--- src/rtl/bin_dilate_pkg.sv ---
// bin_dilate_pkg -- shared definitions for the binary dilation stage.
//   FSM state encoding (FIRST / RUN / FLUSH) and the default sizing
//   constants used by bin_dilate and col_counter.
package bin_dilate_pkg;

  localparam int unsigned DEFAULT_DATA_WIDTH = 8;
  localparam int unsigned DEFAULT_IMG_WIDTH  = 640;

  // FIRST : waiting for column 0 of a row
  // RUN   : column 0 held, waiting for the next pixel of the row
  // FLUSH : last pixel of the row accepted, final output still pending
  typedef enum logic [1:0] {
    FIRST = 2'd0,
    RUN   = 2'd1,
    FLUSH = 2'd2
  } state_e;

endpackage

--- src/rtl/col_counter.sv ---
// col_counter -- input column counter for bin_dilate.
//   Counts accepted pixels 0..IMG_WIDTH-1 and wraps to 0 after the last
//   column of a row.
// Ports:
//   clk      : clock, rising edge
//   rst      : synchronous active-high reset (column returns to 0)
//   inc      : one pixel accepted this cycle
//   col_last : current column is IMG_WIDTH-1
module col_counter
  import bin_dilate_pkg::*;
#(
  parameter int unsigned IMG_WIDTH = DEFAULT_IMG_WIDTH
) (
  input  logic clk,
  input  logic rst,
  input  logic inc,
  output logic col_last
);

  localparam int unsigned   CW       = (IMG_WIDTH > 2) ? $clog2(IMG_WIDTH) : 1;
  localparam logic [CW-1:0] LAST_COL = CW'(IMG_WIDTH - 1);

  logic [CW-1:0] col_q, col_d;

  assign col_last = (col_q == LAST_COL);

  always_comb begin
    col_d = col_q;
    if (inc) begin
      col_d = col_last ? '0 : col_q + 1'b1;
    end
  end

  always_ff @(posedge clk) begin
    if (rst) begin
      col_q <= '0;
    end else begin
      col_q <= col_d;
    end
  end

endmodule

--- src/rtl/bin_dilate.sv ---
// bin_dilate -- binarize a grayscale pixel stream and apply a 1x3
// horizontal dilation within each row.
//   Build option: define BIN_DILATE_EN to enable the dilation
//   (out[x] = b[x-1] | b[x] | b[x+1], no wrap across rows). Without it the
//   binarized pixel is passed straight through with one cycle of latency.
// Ports:
//   clk       : clock, rising edge
//   rst       : synchronous active-high reset; discards any partial row
//   thresh    : binarization threshold, b = (s_tdata >= thresh)
//   s_tdata   : grayscale input pixel
//   s_tvalid  : input pixel valid
//   s_tready  : block can accept a pixel this cycle
//   m_tdata   : binary output pixel
//   m_tvalid  : output pixel valid
//   m_tready  : downstream accepts the output pixel
//   m_tlast   : output pixel is the last of its row
module bin_dilate
  import bin_dilate_pkg::*;
#(
  parameter int unsigned DATA_WIDTH = DEFAULT_DATA_WIDTH,
  parameter int unsigned IMG_WIDTH  = DEFAULT_IMG_WIDTH
) (
  input  logic                  clk,
  input  logic                  rst,
  input  logic [DATA_WIDTH-1:0] thresh,
  input  logic [DATA_WIDTH-1:0] s_tdata,
  input  logic                  s_tvalid,
  output logic                  s_tready,
  output logic                  m_tdata,
  output logic                  m_tvalid,
  input  logic                  m_tready,
  output logic                  m_tlast
);

  logic m_tvalid_q, m_tvalid_d;
  logic m_tdata_q,  m_tdata_d;
  logic m_tlast_q,  m_tlast_d;

  logic accept;
  logic pix_bit;
  logic col_last;

  assign pix_bit = (s_tdata >= thresh);
  assign accept  = s_tvalid && s_tready;

  col_counter #(
    .IMG_WIDTH(IMG_WIDTH)
  ) u_col_counter (
    .clk      (clk),
    .rst      (rst),
    .inc      (accept),
    .col_last (col_last)
  );

`ifdef BIN_DILATE_EN
  state_e state_q, state_d;
  // prev holds b[x-1], cur holds b[x] while waiting for b[x+1]
  logic   prev_q,  prev_d;
  logic   cur_q,   cur_d;

  // FLUSH owns the output register for one load, so input is blocked there
  assign s_tready = (!m_tvalid_q || m_tready) && (state_q != FLUSH);

  always_comb begin
    state_d    = state_q;
    prev_d     = prev_q;
    cur_d      = cur_q;
    m_tvalid_d = m_tvalid_q && !m_tready;
    m_tdata_d  = m_tdata_q;
    m_tlast_d  = m_tlast_q;
    case (state_q)
      FIRST: begin
        if (accept) begin
          prev_d  = 1'b0;
          cur_d   = pix_bit;
          state_d = RUN;
        end
      end
      RUN: begin
        if (accept) begin
          m_tvalid_d = 1'b1;
          m_tdata_d  = prev_q | cur_q | pix_bit;
          m_tlast_d  = 1'b0;
          prev_d     = cur_q;
          cur_d      = pix_bit;
          if (col_last) begin
            state_d = FLUSH;
          end
        end
      end
      FLUSH: begin
        // right neighbour of the last column lies outside the row
        if (!m_tvalid_q || m_tready) begin
          m_tvalid_d = 1'b1;
          m_tdata_d  = prev_q | cur_q;
          m_tlast_d  = 1'b1;
          prev_d     = 1'b0;
          cur_d      = 1'b0;
          state_d    = FIRST;
        end
      end
      default: begin
        state_d = FIRST;
      end
    endcase
  end
`else
  assign s_tready = !m_tvalid_q || m_tready;

  always_comb begin
    m_tvalid_d = m_tvalid_q && !m_tready;
    m_tdata_d  = m_tdata_q;
    m_tlast_d  = m_tlast_q;
    if (accept) begin
      m_tvalid_d = 1'b1;
      m_tdata_d  = pix_bit;
      m_tlast_d  = col_last;
    end
  end
`endif

  always_ff @(posedge clk) begin
    if (rst) begin
      m_tvalid_q <= 1'b0;
      m_tdata_q  <= 1'b0;
      m_tlast_q  <= 1'b0;
`ifdef BIN_DILATE_EN
      state_q    <= FIRST;
      prev_q     <= 1'b0;
      cur_q      <= 1'b0;
`endif
    end else begin
      m_tvalid_q <= m_tvalid_d;
      m_tdata_q  <= m_tdata_d;
      m_tlast_q  <= m_tlast_d;
`ifdef BIN_DILATE_EN
      state_q    <= state_d;
      prev_q     <= prev_d;
      cur_q      <= cur_d;
`endif
    end
  end

  assign m_tvalid = m_tvalid_q;
  assign m_tdata  = m_tdata_q;
  assign m_tlast  = m_tlast_q;

endmodule

--- config.mk ---
export PLATFORM = sky130hd
export DESIGN_NAME = bin_dilate
export DESIGN_NICKNAME = d
export VERILOG_FILES = /design/src/rtl/bin_dilate_pkg.sv /design/src/rtl/col_counter.sv /design/src/rtl/bin_dilate.sv
export SDC_FILE = /design/constraint.sdc
export NUM_CORES = 1
export LEC_CHECK = 0
export BUFFER_PORTS_ARGS = -buffer_cell sky130_fd_sc_hd__clkbuf_2
export CAP_MARGIN = 5
export CORE_MARGIN = 2
export CORE_UTILIZATION = 40
export DETAILED_ROUTE_END_ITERATION = 10
export GPL_TIMING_DRIVEN = 1
export RECOVER_POWER = 100
export SLEW_MARGIN = 25
export SYNTH_ARGS = -nofsm -noshare
export SYNTH_HDL_FRONTEND = slang
export SYNTH_SLANG_ARGS = --single-unit
--- constraint.sdc ---
create_clock -name clk -period 1.8 [get_ports clk]
set_input_delay 0 -clock clk [delete_from_list [all_inputs] [get_ports clk]]
set_output_delay 0 -clock clk [all_outputs]
set_load 0.02 [all_outputs]
==> results.json, run 1 <==
{
  "ys_types": 28,
  "antenna_found_initial": 0,
  "ctsResizeCount": 0,
  "drt_iter0_drc": 15,
  "cts_root_buffer": "clkbuf_4",
  "drive_gt1_frac": 0.211,
  "final_area_um2": 962,
  "drt-wirelength-per-cell_um": 11.2,
  "synth_adder_area_share": 0.139,
  "setup_viol_count_final": 0,
  "period_minus_slack_ns": 1.67,
  "drtAntennaViolNets": 0,
  "worstMarginPinSlew_ns": 0.519,
  "num_vias": 761,
  "grt.overflow.total": 0,
  "numPlacedInstances": 145,
  "antenna_cells": 0,
  "firstDrtPassIters": 4,
  "cts.clk_slew.worst_paths_ns": 0.08,
  "status": "completed",
  "grt_max_degree": 10,
  "core_area_um2": 1940,
  "path_class": "register to register",
  "critical_path.endpoint_type": "register",
  "synthSimpleGateAreaFrac": 0.291,
  "htreeDepth": 1,
  "grt_pass1_wl_um": 2930,
  "leakagePower_nw": 0.437,
  "grt_usage": 0.157,
  "pin_count": 24,
  "layoutNonFillerInstCount": 150,
  "yosys_warnings": 0,
  "p_per_area_nw_per_um2": 605,
  "place_hpwl_um": 1300,
  "drv_slew": 0,
  "crit_path_cell_trace": "ha_1, nor4bb_1, nand4_1, o21bai_2, nor2_1",
  "tritoncts": "done",
  "syn_nets": 126,
  "postCtsSetupRepairBufs": 0,
  "fin_tns_setup_ns": 0,
  "syn-cell-area_um2": 808,
  "relSlewSlack": 0.653,
  "ir_drop_mv": 0.386,
  "crit_path_max_fanout": 7,
  "critPathMaxStageDelay_ns": 0.40,
  "avgSynthCellArea_um2": 8.33,
  "hold_viol": 0,
  "gp_congestion": 0.801,
  "fmax_mhz": 598,
  "numPortBuffers": 23,
  "syn_inst": 97,
  "ys_ff_latch": 13,
  "finalCritPeriodShare": 0.930,
  "final_cell_mix": "clkbuf_2, dfxtp_1, nor2_1, inv_1, ha_1",
  "fin_nets": 153,
  "fillers": 205,
  "insertion_delay_ns": 0.28,
  "start_util": 0.416,
  "cp_slowest_cell": "dfxtp_1",
  "rsz0062_at_grt": "false",
  "die-area_um2": 2400,
  "synth_top_family_by_area": "simple AND/OR/NAND/NOR gates",
  "fp.dieH_um": 49.0,
  "synthMuxAreaShare": 0.0124,
  "ys_seq_area_frac": 0.322,
  "wl_um": 1690,
  "crit_path_start_kind": "register",
  "maxCapViolCount": 0,
  "cts_max_path_buffers": 2,
  "synth_compound_area_frac": 0.0913,
  "place_ws_ns": 0.200,
  "final_common_cell": "clkbuf_2",
  "drc": 0,
  "cp.required_ns": 1.97,
  "fin_ws_ns": 0.127,
  "worstPathArrival_ns": 1.84,
  "area_growth_pct": 19.0,
  "grt_pass1_vias": 711,
  "viasPerCell": 5.07,
  "hp-class": "primary input to register",
  "critical_path_buf_inv_count": 0,
  "cts_made_buffers": 3,
  "core.rowCount": 16,
  "postPlaceCellArea_um2": 942,
  "cp_top_family": "simple AND/OR/NAND/NOR gates",
  "synth-xor-area-share": 0.0759,
  "fin_worst_skew_ns": 0.00160,
  "clkSinkCount": 13,
  "die_w_um": 49.0
}
[cell usage after synthesis]
cell type | count | area (um2)
a21oi_1 | 6 | 30.0
a21oi_2 | 1 | 8.76
a22o_1 | 1 | 8.76
and3_1 | 1 | 6.26
and3_2 | 1 | 7.51
and4_1 | 2 | 17.5
buf_6 | 1 | 11.3
clkbuf_1 | 1 | 3.75
dfxtp_1 | 13 | 260
ha_1 | 9 | 113
inv_1 | 9 | 33.8
inv_4 | 1 | 6.26
mux2i_1 | 1 | 10.0
nand2_1 | 6 | 22.5
nand2_2 | 1 | 6.26
nand2b_1 | 1 | 6.26
nand3_1 | 3 | 15.0
nand4_1 | 7 | 43.8
nor2_1 | 12 | 45.0
nor2b_4 | 1 | 13.8
nor3_1 | 2 | 10.0
nor4_1 | 2 | 12.5
nor4bb_1 | 1 | 10.0
o21ai_0 | 3 | 15.0
o21bai_2 | 1 | 11.3
or3_1 | 3 | 18.8
xnor2_1 | 4 | 35.0
xor2_1 | 3 | 26.3
[final timing paths]
check                                                          from                             endpoint  slack [ns]  cells past startpoint
worst max-delay path            u_col_counter.col_q[0]$_SDFFE_PP0P_  u_col_counter.col_q[8]$_SDFFE_PP0P_        0.13                      5
worst min-delay path                                       m_tready                  m_tvalid$_SDFF_PP0_        0.09                      4
worst max register to register  u_col_counter.col_q[0]$_SDFFE_PP0P_  u_col_counter.col_q[8]$_SDFFE_PP0P_        0.13                      5
worst min register to register  u_col_counter.col_q[1]$_SDFFE_PP0P_  u_col_counter.col_q[1]$_SDFFE_PP0P_        0.49                      2
[routing by layer]
layer  global-route usage  wire length (um)
met5                    0                 0
met4               0.0619                19
met3               0.0583                80
met1                0.177               780
met2                0.267               806
[power by group]
part	internal (W)	switching (W)	total, W
Clock	0.0000862	0.0000986	0.000185
Combinational	0.0000449	0.0000524	0.0000974
Sequential	0.000294	0.00000564	0.000300
Total	0.000426	0.000157	0.000582
[cells by family (layout without fill, tap and decap cells)]
group	Yosys count	after routing
buf+inv	12	38
flops	13	13
mux	1	1
compound gates	12	12
xor+xnor	7	7
simple gates	43	43
fa+ha+maj	9	9
[worst min-delay path, stage by stage]
cell      delay (ns)
clkbuf_2        0.08
nor2b_1         0.11
nor2_1          0.11
nor2_1          0.04
[sequential cells by signal, indices dropped and copies added (netlist names)]
signal               flops
u_col_counter.col_q     10
m_tvalid                 1
m_tdata                  1
m_tlast                  1
[what timing repair did]
action,in CTS,in global routing
hold endpoints to repair,5,0
hold buffers,1,0
setup endpoints to repair,0,0
[per-stage QoR]
stage / power [W] / hold slack, ns / util
after global placement: 0.000402 / 0.283 / 0.485
after floorplan: 0.000370 / 0.135 / -
after detailed placement: 0.000406 / 0.292 / 0.485
after CTS: 0.000589 / 0.0408 / 0.504
after global routing: 0.000616 / 0.121 / 0.495
final: 0.000582 / 0.0924 / 0.495
[area by class of cell]
| type | instances | area (um2) | share of cell area |
|---|---|---|---|
| clock buffers | 4 | 26.3 | 0.0273 |
| inverters | 10 | 40.0 | 0.0416 |
| multi-input cells | 72 | 482 | 0.501 |
| flip-flops and latches | 13 | 260 | 0.270 |
| well taps | 27 | 33.8 | 0.0351 |
| repair buffers | 24 | 120 | 0.125 |
(Power assumes the default switching activity.)
==> run 2, diff against run 1 <==
CTS_BUF_LIST = sky130_fd_sc_hd__clkbuf_16   (was default)
==> results.json, run 2 (synthesis results as in run 1) <==
{
  "maxCapViolCount": 0,
  "core.rowCount": 16,
  "tritoncts": "done",
  "fin_worst_skew_ns": 0.00176,
  "relSlewSlack": 0.673,
  "drv_slew": 0,
  "clkSinkCount": 13,
  "drt_iter0_drc": 0,
  "rsz0062_at_grt": "false",
  "ir_drop_mv": 0.587,
  "largest_reg_flops": 10,
  "period_minus_slack_ns": 1.62,
  "drt-wirelength-per-cell_um": 10.9,
  "antenna_found_initial": 0,
  "ff2ff_path_depth": 5,
  "cp_top_family": "simple AND/OR/NAND/NOR gates",
  "grt.overflow.total": 0,
  "cts_max_path_buffers": 2,
  "antenna_cells": 0,
  "crit_start": "u_col_counter.col_q[0]$_SDFFE_PP0P_",
  "setup_viol_count_final": 0,
  "fp.dieH_um": 49.0,
  "cp.depth": 5,
  "core_area_um2": 1940,
  "viasPerCell": 5.00,
  "numPortBuffers": 23,
  "pin_count": 24,
  "fin_util": 0.517,
  "fin_nets": 152,
  "grt_pass1_vias": 709,
  "postCtsSetupRepairBufs": 0,
  "hold_start": "rst",
  "place_hpwl_um": 1300,
  "grt_max_degree": 10,
  "num_vias": 745,
  "grt_usage": 0.158,
  "cts_made_buffers": 3,
  "p_per_area_nw_per_um2": 800,
  "cts_root_buffer": "clkbuf_16",
  "worstMarginPinSlew_ns": 0.490,
  "finalCritPeriodShare": 0.898,
  "firstDrtPassIters": 1,
  "die-area_um2": 2400,
  "ctsResizeCount": 0,
  "critPathMaxStageDelay_ns": 0.38,
  "regToRegStartpoint": "u_col_counter.col_q[0]$_SDFFE_PP0P_",
  "fmax_mhz": 618,
  "crit_path_cell_trace": "ha_1, nor4bb_1, nand4_1, o21bai_2, nor2_1",
  "cp-endpoint": "u_col_counter.col_q[8]$_SDFFE_PP0P_",
  "cp.required_ns": 1.92,
  "area_growth_pct": 24.3,
  "regMostFlops": "u_col_counter.col_q",
  "leakagePower_nw": 0.460,
  "drc": 0,
  "postPlaceCellArea_um2": 942,
  "ff2ff_setup_slack_ns": 0.18,
  "gp_congestion": 0.801,
  "wl_um": 1620,
  "hold_buffers": 0,
  "fin_tns_setup_ns": 0,
  "grt_pass1_wl_um": 2900,
  "drive_gt1_frac": 0.213,
  "cts.clk_slew.worst_paths_ns": 0.04,
  "critical_path_buf_inv_count": 0,
  "final_area_um2": 1000,
  "final_common_cell": "clkbuf_2",
  "multi_input_area_um2": 482,
  "worstPathArrival_ns": 1.73,
  "final_cell_mix": "clkbuf_2, dfxtp_1, nor2_1, inv_1, ha_1",
  "cp_slowest_cell": "dfxtp_1",
  "fillers": 197,
  "seq_area_um2": 260,
  "status": "completed",
  "reg2reg_to": "u_col_counter.col_q[8]$_SDFFE_PP0P_",
  "htreeDepth": 1,
  "crit_path_max_fanout": 7,
  "hp-class": "primary input to register",
  "die_w_um": 49.0,
  "critical_path.endpoint_type": "register",
  "drtAntennaViolNets": 0,
  "crit_path_start_kind": "register",
  "start_util": 0.416,
  "power.total_w": 0.000803,
  "hold_viol": 0,
  "path_class": "register to register",
  "insertion_delay_ns": 0.24
}
## run 2: changes by cell type in the layout (fill, tap and decap cells not counted), sizes merged
cell / delta
clkbuf: -1
dlygate4sd3: -1
inv: +1
## run 2: power by group
| group | total [W] | switching [W] | internal [W] |
|---|---|---|---|
| clock | 0.000406 | 0.000114 | 0.000292 |
| combinational | 0.0000952 | 0.0000516 | 0.0000435 |
| sequential | 0.000302 | 0.00000559 | 0.000296 |
| total | 0.000803 | 0.000171 | 0.000632 |
## run 2: how the worst min path moves through the flow
stage / slack (ns) / cells past startpoint / to
2_1_floorplan: 0.13 / 2 / s_tready
3_3_place_gp: 0.28 / 2 / u_col_counter.col_q[0]$_SDFFE_PP0P_
3_5_place_dp: 0.29 / 2 / u_col_counter.col_q[1]$_SDFFE_PP0P_
4_1_cts: 0.03 / 2 / u_col_counter.col_q[1]$_SDFFE_PP0P_
5_1_grt: 0.05 / 2 / u_col_counter.col_q[1]$_SDFFE_PP0P_
6_report: 0.04 / 2 / u_col_counter.col_q[1]$_SDFFE_PP0P_
## run 2: per-layer routing
metal,vias up,wire length [um],GRT usage
met4,0,27,0.0810
met1,335,751,0.175
met3,5,77,0.0613
met2,15,764,0.263
met5,-,0,0
li1,390,-,-
## run 2: per-stage QoR
stage | std cells | setup WS [ns] | hold slack [ns]
floorplan | 97 | 0.393 | 0.135
global placement | 145 | 0.309 | 0.283
detailed placement | 145 | 0.200 | 0.292
CTS | 149 | 0.180 | 0.0327
global route | 149 | 0.0612 | 0.0502
finish | 149 | 0.183 | 0.0370
## run 2: final cells by class
class / instances / share of cell area
well taps: 27 / 0.0336
clock buffers: 3 / 0.0747
clock inverters: 1 / 0.00374
multi-input cells: 72 / 0.479
flip-flops and latches: 13 / 0.259
repair buffers: 23 / 0.110
inverters: 10 / 0.0399
## run 2: worst reg2reg max path: cells and delay by family, from the launching register on
kind | cells | cell delay (ns)
AOI/OAI and AO/OA | 1 | 0.30
adders and majority gates | 1 | 0.19
DFF | 1 | 0.38
and+or+nand+nor | 3 | 0.63
==> run 3, diff against run 2 <==
clock period = 1.7 ns   (was 1.8 ns; I/O delays follow)
==> results.json, run 3 (synthesis results as in run 1) <==
{
  "hold_start": "rst",
  "ctsResizeCount": 0,
  "hold_buffers": 0,
  "crit_path_start_kind": "register",
  "antenna_cells": 0,
  "clkSinkCount": 13,
  "fin_ws_ns": 0.0944,
  "seq_power_share": 0.375,
  "fin_tns_setup_ns": 0,
  "fin_nets": 152,
  "postCtsSetupRepairBufs": 0,
  "antenna_found_initial": 0,
  "ir_drop_mv": 0.622,
  "crit_start": "m_tvalid$_SDFF_PP0_",
  "pin_count": 24,
  "grt_pass1_wl_um": 2900,
  "grt_usage": 0.158,
  "maxCapViolCount": 0,
  "grt.overflow.total": 0,
  "worstMarginPinSlew_ns": 0.375,
  "wl_um": 1640,
  "grt_pass1_vias": 709,
  "drc": 0,
  "whs_ns": 0.0330,
  "ff2ff_setup_slack_ns": 0.09,
  "drtAntennaViolNets": 0,
  "die_w_um": 49.0,
  "hp-class": "primary input to register",
  "cp_slowest_cell": "or3_1",
  "leakagePower_nw": 0.460,
  "firstDrtPassIters": 4,
  "p_sw_w": 0.000183,
  "regMostFlops": "u_col_counter.col_q",
  "setup_viol_count_final": 0,
  "power.internal_w": 0.000670,
  "die-area_um2": 2400,
  "cts_root_buffer": "clkbuf_16",
  "htreeDepth": 1,
  "worstPathArrival_ns": 1.74,
  "combPwrFrac": 0.119,
  "start_util": 0.416,
  "swShare": 0.214,
  "cts_max_path_buffers": 2,
  "drive_gt1_frac": 0.205,
  "finalCritPeriodShare": 0.944,
  "place_ws_ns": 0.0997,
  "path_class": "register to register",
  "clockPowerShare": 0.506,
  "drv_slew": 0,
  "cp.required_ns": 1.83,
  "largest_reg_flops": 10,
  "viasPerCell": 5.00,
  "cts_made_buffers": 3,
  "relSlewSlack": 0.750,
  "fp.dieH_um": 49.0,
  "fin_worst_skew_ns": 0.00173,
  "crit_path_cell_trace": "nor2b_1, inv_1, nand2_2, or3_1, a22o_1",
  "grt_max_degree": 10,
  "num_vias": 745,
  "drt_iter0_drc": 5,
  "final_cell_mix": "clkbuf_2, dfxtp_1, nor2_1, inv_1, ha_1",
  "core.rowCount": 16,
  "crit_path_max_fanout": 8,
  "insertion_delay_ns": 0.24,
  "hold_viol": 0,
  "p_per_area_nw_per_um2": 844,
  "tritoncts": "done",
  "critical_path.endpoint_type": "register",
  "drt-wirelength-per-cell_um": 11.0,
  "status": "completed",
  "critPathMaxStageDelay_ns": 0.38,
  "numPortBuffers": 23,
  "place_hpwl_um": 1300,
  "regToRegStartpoint": "m_tvalid$_SDFF_PP0_",
  "area_growth_pct": 24.9,
  "final_common_cell": "clkbuf_2",
  "fmax_mhz": 623,
  "period_minus_slack_ns": 1.61,
  "cts.clk_slew.worst_paths_ns": 0.04,
  "gp_congestion": 0.801,
  "core_area_um2": 1940
}
## run 3: cell count changes in the layout (fill, tap and decap cells not counted)
| cell | delta |
|---|---|
| o21bai_4 | +1 |
| inv_1 | +1 |
| inv_4 | -1 |
| o21bai_2 | -1 |
## run 3: final cells by class
class	count	area [um2]
timing repair buffer	23	110
inverter	10	37.5
sequential	13	260
tap	27	33.8
clock buffer	3	75.1
fill	201	932
multi-input combinational	72	489
clock inverter	1	3.75
## run 3: stage by stage
| stage | total power, W | instance area (um2) | utilization | instances |
|---|---|---|---|---|
| 4_1_cts | 0.000868 | 1020 | 0.526 | 149 |
| 3_5_place_dp | 0.000430 | 942 | 0.485 | 145 |
| 2_1_floorplan | 0.000392 | 808 | - | 97 |
| 3_3_place_gp | 0.000426 | 942 | 0.485 | 145 |
| 6_report | 0.000852 | 1010 | 0.520 | 149 |
| 5_1_grt | 0.000900 | 1010 | 0.520 | 149 |
## run 3: power groups by stage
stage	clock (W)	sequential, W	combinational [W]
floorplan	0	0.000328	0.0000634
global placement	0	0.000324	0.000102
detailed placement	0	0.000325	0.000105
CTS	0.000442	0.000320	0.000106
global route	0.000463	0.000320	0.000118
finish	0.000432	0.000320	0.000101
## run 3: metal layers
layer	up-vias	global-route usage	share of wire
met1	337	0.175	0.45
met2	17	0.263	0.49
met5	-	0	0
li1	388	-	-
met4	0	0.0810	0.013
met3	3	0.0613	0.049
## run 3: worst paths after layout
path / end / cells past startpoint
setup / recovery: m_tdata$_SDFFE_PP0P_ / 5
hold / removal: u_col_counter.col_q[1]$_SDFFE_PP0P_ / 2
setup reg to reg: m_tdata$_SDFFE_PP0P_ / 5
hold reg to reg: u_col_counter.col_q[1]$_SDFFE_PP0P_ / 2
## run 3: critical path: cells and delay by family, from the launching register on
family	cells	cell delay, ns
buffers and inverters	1	0.24
DFF	1	0.30
AOI/OAI and AO/OA	1	0.23
and+or+nand+nor	3	0.73
